===== src/rtl/cpu_ctrl_pkg.sv =====
// Shared types and encodings for the multicycle-CPU memory access sequencer.
// Covers the FSM states, address-mux selects, exception causes and grant bit positions.
package cpu_ctrl_pkg;

    typedef enum logic [1:0] {
        IDLE = 2'd0,
        ADDR = 2'd1,
        WAIT = 2'd2,
        DONE = 2'd3
    } seq_state_e;

    localparam int unsigned SEL_W   = 3;
    localparam int unsigned CAUSE_W = 2;
    localparam int unsigned GNT_W   = 3;

    localparam logic [SEL_W-1:0] SEL_PC     = 3'b000;
    localparam logic [SEL_W-1:0] SEL_ALUOUT = 3'b001;
    localparam logic [SEL_W-1:0] SEL_V255   = 3'b010;
    localparam logic [SEL_W-1:0] SEL_V254   = 3'b011;
    localparam logic [SEL_W-1:0] SEL_V253   = 3'b100;
    localparam logic [SEL_W-1:0] SEL_RD     = 3'b101;

    localparam logic [CAUSE_W-1:0] CAUSE_INV_OP = 2'b00;
    localparam logic [CAUSE_W-1:0] CAUSE_OVF    = 2'b01;
    localparam logic [CAUSE_W-1:0] CAUSE_DIV0   = 2'b10;
    localparam logic [CAUSE_W-1:0] CAUSE_RSVD   = 2'b11;

    // One-hot grant bit positions
    localparam int unsigned GNT_FETCH = 0;
    localparam int unsigned GNT_DATA  = 1;
    localparam int unsigned GNT_EXC   = 2;

    // Address-mux select for a latched winner; invalid-opcode and reserved share vector 253
    function automatic logic [SEL_W-1:0] addr_sel(
        input logic [GNT_W-1:0]   win,
        input logic               src,
        input logic [CAUSE_W-1:0] cause
    );
        logic [SEL_W-1:0] sel;
        sel = SEL_PC;
        if (win[GNT_EXC]) begin
            case (cause)
                CAUSE_OVF:  sel = SEL_V254;
                CAUSE_DIV0: sel = SEL_V255;
                default:    sel = SEL_V253;
            endcase
        end else if (win[GNT_DATA]) begin
            sel = src ? SEL_RD : SEL_ALUOUT;
        end
        return sel;
    endfunction

endpackage


===== src/rtl/mem_req_arbiter.sv =====
// Fixed-priority arbiter for the single memory port: exception > data > fetch.
module mem_req_arbiter
    import cpu_ctrl_pkg::*;
(
    input  logic             fetch_req,
    input  logic             data_req,
    input  logic             exc_req,
    output logic [GNT_W-1:0] gnt_c
);

    always_comb begin
        gnt_c = '0;
        if (exc_req) begin
            gnt_c[GNT_EXC] = 1'b1;
        end else if (data_req) begin
            gnt_c[GNT_DATA] = 1'b1;
        end else if (fetch_req) begin
            gnt_c[GNT_FETCH] = 1'b1;
        end
    end

endmodule


===== src/rtl/mem_access_sequencer.sv =====
// Memory-port controller: arbitrates fetch/data/exception-vector accesses and sequences
// each through address setup, MEM_LATENCY wait cycles and a completion cycle.
module mem_access_sequencer
    import cpu_ctrl_pkg::*;
#(
    parameter int unsigned MEM_LATENCY = 2,
    parameter int unsigned CNT_W       = 4
) (
    input  logic               clk,
    input  logic               reset,
    input  logic               fetch_req,
    input  logic               data_req,
    input  logic               data_wr,
    input  logic               data_src,
    input  logic               exc_req,
    input  logic [CAUSE_W-1:0] exc_cause,
    output logic [SEL_W-1:0]   mux_sel,
    output logic               mem_wr,
    output logic               ir_load,
    output logic               mdr_load,
    output logic               exc_load,
    output logic               fetch_done,
    output logic               data_done,
    output logic               exc_done,
    output logic               busy
);

    seq_state_e         state_q, state_d;
    logic [CNT_W-1:0]   cnt_q, cnt_d;
    logic [GNT_W-1:0]   win_q, win_d;
    logic               wr_q, wr_d;
    logic               src_q, src_d;
    logic [CAUSE_W-1:0] cause_q, cause_d;

    logic [SEL_W-1:0]   mux_sel_q, mux_sel_d;
    logic               mem_wr_q, mem_wr_d;
    logic               ir_load_q, ir_load_d;
    logic               mdr_load_q, mdr_load_d;
    logic               exc_load_q, exc_load_d;
    logic               fetch_done_q, fetch_done_d;
    logic               data_done_q, data_done_d;
    logic               exc_done_q, exc_done_d;
    logic               busy_q, busy_d;

    logic [GNT_W-1:0]   gnt_c;
    logic               enter_done_c;

    mem_req_arbiter u_arb (
        .fetch_req (fetch_req),
        .data_req  (data_req),
        .exc_req   (exc_req),
        .gnt_c     (gnt_c)
    );

    // Next state, latched request fields and registered-output decode of the next state
    always_comb begin
        state_d  = state_q;
        cnt_d    = cnt_q;
        win_d    = win_q;
        wr_d     = wr_q;
        src_d    = src_q;
        cause_d  = cause_q;
        mem_wr_d = 1'b0;

        case (state_q)
            IDLE: begin
                if (|gnt_c) begin
                    win_d    = gnt_c;
                    wr_d     = data_wr;
                    src_d    = data_src;
                    cause_d  = exc_cause;
                    mem_wr_d = gnt_c[GNT_DATA] & data_wr;
                    state_d  = ADDR;
                end
            end
            ADDR: begin
                cnt_d   = CNT_W'(MEM_LATENCY);
                state_d = (MEM_LATENCY == 0) ? DONE : WAIT;
            end
            WAIT: begin
                cnt_d = cnt_q - CNT_W'(1);
                if (cnt_q == CNT_W'(1)) begin
                    state_d = DONE;
                end
            end
            DONE: begin
                state_d = IDLE;
            end
            default: begin
                state_d = IDLE;
            end
        endcase

        // Select derives only from latched fields, so it cannot move between ADDR and DONE
        mux_sel_d = (state_d == IDLE) ? SEL_PC : addr_sel(win_d, src_d, cause_d);
        busy_d    = (state_d != IDLE);

        enter_done_c = (state_d == DONE);
        fetch_done_d = enter_done_c & win_d[GNT_FETCH];
        data_done_d  = enter_done_c & win_d[GNT_DATA];
        exc_done_d   = enter_done_c & win_d[GNT_EXC];
        ir_load_d    = enter_done_c & win_d[GNT_FETCH];
        mdr_load_d   = enter_done_c & win_d[GNT_DATA] & ~wr_d;
        exc_load_d   = enter_done_c & win_d[GNT_EXC];
    end

    // State, latched fields and output registers; reset abandons any in-flight access
    always_ff @(posedge clk) begin
        if (reset) begin
            state_q      <= IDLE;
            cnt_q        <= '0;
            win_q        <= '0;
            wr_q         <= 1'b0;
            src_q        <= 1'b0;
            cause_q      <= '0;
            mux_sel_q    <= SEL_PC;
            mem_wr_q     <= 1'b0;
            ir_load_q    <= 1'b0;
            mdr_load_q   <= 1'b0;
            exc_load_q   <= 1'b0;
            fetch_done_q <= 1'b0;
            data_done_q  <= 1'b0;
            exc_done_q   <= 1'b0;
            busy_q       <= 1'b0;
        end else begin
            state_q      <= state_d;
            cnt_q        <= cnt_d;
            win_q        <= win_d;
            wr_q         <= wr_d;
            src_q        <= src_d;
            cause_q      <= cause_d;
            mux_sel_q    <= mux_sel_d;
            mem_wr_q     <= mem_wr_d;
            ir_load_q    <= ir_load_d;
            mdr_load_q   <= mdr_load_d;
            exc_load_q   <= exc_load_d;
            fetch_done_q <= fetch_done_d;
            data_done_q  <= data_done_d;
            exc_done_q   <= exc_done_d;
            busy_q       <= busy_d;
        end
    end

    assign mux_sel    = mux_sel_q;
    assign mem_wr     = mem_wr_q;
    assign ir_load    = ir_load_q;
    assign mdr_load   = mdr_load_q;
    assign exc_load   = exc_load_q;
    assign fetch_done = fetch_done_q;
    assign data_done  = data_done_q;
    assign exc_done   = exc_done_q;
    assign busy       = busy_q;

endmodule


===== config.mk =====
export PLATFORM = sky130hd
export DESIGN_NAME = mem_access_sequencer
export DESIGN_NICKNAME = d
export VERILOG_FILES = /design/src/rtl/cpu_ctrl_pkg.sv /design/src/rtl/mem_req_arbiter.sv /design/src/rtl/mem_access_sequencer.sv
export SDC_FILE = /design/constraint.sdc
export NUM_CORES = 1
export LEC_CHECK = 0
export ABC_CLOCK_PERIOD_IN_PS = 2800
export CELL_PAD_IN_SITES_DETAIL_PLACEMENT = 1
export CELL_PAD_IN_SITES_GLOBAL_PLACEMENT = 2
export CORE_ASPECT_RATIO = 0.7
export CORE_MARGIN = 4
export CORE_UTILIZATION = 30
export DETAILED_ROUTE_END_ITERATION = 6
export PLACE_DENSITY = 0.72
export SLEW_MARGIN = 5
export SYNTH_ARGS = -nofsm -noshare
export SYNTH_HDL_FRONTEND = slang
export SYNTH_SLANG_ARGS = --single-unit

===== constraint.sdc =====
create_clock -name clk -period 2.8 [get_ports clk]
set_clock_uncertainty 0.2 [all_clocks]
set_input_delay 0.56 -clock clk [delete_from_list [all_inputs] [get_ports clk]]
set_output_delay 0.56 -clock clk [all_outputs]
set_load 0.005 [all_outputs]

==> impl_metrics.tcl <==
set metrics [dict create \
    multi_input_comb_area_um2 437.9 \
    critical_path_cell_count 6 \
    tns_ns 0 \
    area_growth_pct 33.20 \
    vdd_ir_drop_max_v 0.0003539 \
    postCtsSetupBuffers 0 \
    antenna_violating_nets_post_route 0 \
    grt_max_degree 14 \
    hold_class "reg -> reg" \
    run_status "completed" \
    num-fill-cells 343 \
    switching_share_pct 29.51 \
    worst_ep_arrival_time_ns 2.24 \
    clkPwrFrac_pct 28.5 \
    drt-vias-per-instance 4.767 \
    worstSetupStartpointType "input pin" \
    async_reset_ff_share_pct 0 \
    max_clock_freq_mhz 436.6 \
    critPathMaxStageDelay_ns 0.52 \
    insertion_delay_ns 0.27 \
    hold_depth 2 \
    wire_length_of_the_first_global_routing_pass_mm 3.505 \
    dieWidth_um 74.31 \
    final_nets 130 \
    timing.critical_path.buf_inv 1 \
    cp_slowest_cell "clkdlybuf4s50_1" \
    cts_tree "done" \
    pre_cts_ws_ns 0.2188 \
    drive_above_1_share_pct 12.28 \
    num_antenna_cells 0 \
    gp_congestion 0.7612 \
    port_buffers 19 \
    layout_worst_path_cycle_share_pct 81.81 \
    clk_root_buffer_cell "clkbuf_8" \
    cts_repair_resize_count 0 \
    maxCapViolations 0 \
    routed_wl_mm 2.061 \
    synth_seq_area_share_pct 47.70 \
    chipHeight_um 54.42 \
    cts.clk_slew.worst_paths_ns 0.08 \
    post-route-min-period_ns 2.291 \
    cp-end-kind "register" \
    floorplan.die_area_um2 4044 \
    hold_viol 0 \
    floorplan.initialDensity_pct 32.26 \
    grt_setup_unrepaired "false" \
    synth.cells.most_frequent "dfxtp_1 (22), nor2_1 (11), a21oi_1 (6), ha_1 (6), inv_1 (6)" \
    pwr_density_cell_nw_per_um2 829.0 \
    drt-initial-drc-count 32 \
    post_synth_instance_area_um2 923.4 \
    synth.top_cells.by_area "dfxtp_1 (48%), ha_1 (8.1%), nor2_1 (4.5%), nor2b_1 (3.4%), a21oi_1 (3.3%)" \
    postSynthCellCount 92 \
    gr-total-overflow 0 \
    place.detailed.hpwl_mm 1.655 \
    ff_latch_area_um2 440.4 \
    power.share.sequential_pct 38.2 \
    number_of_flops_mapped_to_enable_cells_by_yosys 0 \
    synth.largest_area_cell "dfxtp_1" \
    drtPass1Iterations 4 \
    post_synthesis_sequential_element_count 22 \
    synth_top_area_share_pct 47.70 \
    setup-violations-final 0 \
    worst_slew_pin_tran_ns 0.5908 \
    slew_headroom_pct 60.10 \
    avgSynthCellArea_um2 10.04 \
    timing.critical_path.max_delay_family "buffers and inverters" \
    rows 16 \
    cts_made_buffers 3 \
    crit_required_ns 2.75 \
    detailroute.via_count 715 \
    cts_sink_cnt 22 \
    comb_power_share_pct 33.3 \
    intPower_uw 718.7 \
    setup_ws_ns 0.5094 \
    wl_per_cell_um 13.74 \
    track_usage_pct 12.07 \
    standby_leakage_power_nw 0.4755 \
    first_global_vias 740 \
    fp.coreArea_um2 2863 \
    r2r_cells 7 \
    yosys.cell_count.top_type "dfxtp_1" \
    clock_tree.buffer_depth 2 \
    grt_antenna_before_repair 0 \
    cts-hold-fix-buffers 0 \
    setup.worst_path.class "in -> reg" \
    worstPathCellList "clkdlybuf4s50_1 -> o31ai_4 -> mux2_2 -> ha_1 -> nand2b_1 -> a21oi_2" \
    switching_power_uw 300.9 \
    design_power_total_mw 1.020 \
    io-pin-count 20 \
    drc_errors 0 \
    cts.htree.levels 1 \
    netlist-cell-type-count 29 \
    synth_nets 107 \
    critical_path_peak_fanout 5 \
    ys_dominant_reg_cell "dfxtp_1" \
    yosys_warnings 0 \
    timing_max_transition_violations_final 0 \
]
==> registers in the layout (all words and copies together), names as in the netlist, 2 cells and up <==
| signal | count |
|---|---|
| mux_sel | 3 |
| win_q | 3 |
| cause_q | 2 |
| state_q | 2 |
| cnt_q | 4 |
==> power groups by stage <==
stage               Combinational (mW)  Sequential [mW]  Clock [mW]
finish                           0.340            0.389       0.291
global route                     0.387            0.395       0.314
CTS                              0.344            0.390       0.301
detailed placement               0.343            0.397           0
global placement                 0.337            0.395           0
floorplan                        0.222            0.393           0
==> through the flow <==
step | area (µm²) | hold WS, ns | utilization [%] | instances
final | 1230 | 0.3136 | 42.96 | 150
after global routing | 1230 | 0.3333 | 42.96 | 150
after CTS | 1230 | 0.3187 | 42.96 | 150
after detailed placement | 1159 | 0.3058 | 40.47 | 146
after global placement | 1159 | 0.2802 | 40.47 | 146
after floorplan | 923.4 | 0.2524 | - | 92
==> final cells by class <==
class,count,area share [%]
Sequential cell,22,35.81
Multi-Input combinational cell,60,35.61
Timing Repair Buffer,22,17.29
Tap cell,36,3.662
Clock buffer,3,3.357
Clock inverter,1,2.442
Inverter,6,1.831
==> layer usage <==
layer	vias to the layer above	track usage, %	share of wire (%)
met1	333	16.50	54
met5	-	0	0
met4	0	5.325	1.5
met2	16	16.76	39
met3	5	4.587	5.7
li1	361	-	-
==> worst min-delay path, cell delays in order (launching register included) <==
cell and delay (ns):
dfxtp_1 0.33, nor2_1 0.09, a311oi_1 0.05
==> final timing paths <==
kind                               from               endpoint  slack (ns)
hold / removal    cnt_q[1]$_SDFFE_PP0P_  cnt_q[1]$_SDFFE_PP0P_        0.31
hold reg to reg   cnt_q[1]$_SDFFE_PP0P_  cnt_q[1]$_SDFFE_PP0P_        0.31
setup reg to reg  state_q[0]$_SDFF_PP0_  mux_sel[2]$_SDFF_PP0_        0.76
setup / recovery               data_req  mux_sel[2]$_SDFF_PP0_        0.51
==> logic make-up after synthesis <==
family	count (synthesis)	share of synthesized area, %
AND/OR/NAND/NOR	30	17.89
flip-flops	22	47.70
AO/OA/AOI/OAI	20	16.40
buffers and inverters	10	4.878
adder cells (fa/ha/maj)	6	8.130
multiplexers	4	5.013
==> cells in the final DEF, fill, tap and decap left out, types with 2 or more instances in the layout <==
cell and n:
o21ai_0 3, clkdlybuf4s50_1 19, nor3_1 5, inv_1 6, ha_1 6, nand2b_1 2
nor2b_1 5, nor2_1 11, dfxtp_1 22, a21o_1 2, mux2i_1 2, nor4b_1 2
buf_4 3, nand2_1 2, clkbuf_8 3, a21oi_1 6
(Power assumes the default switching activity.)
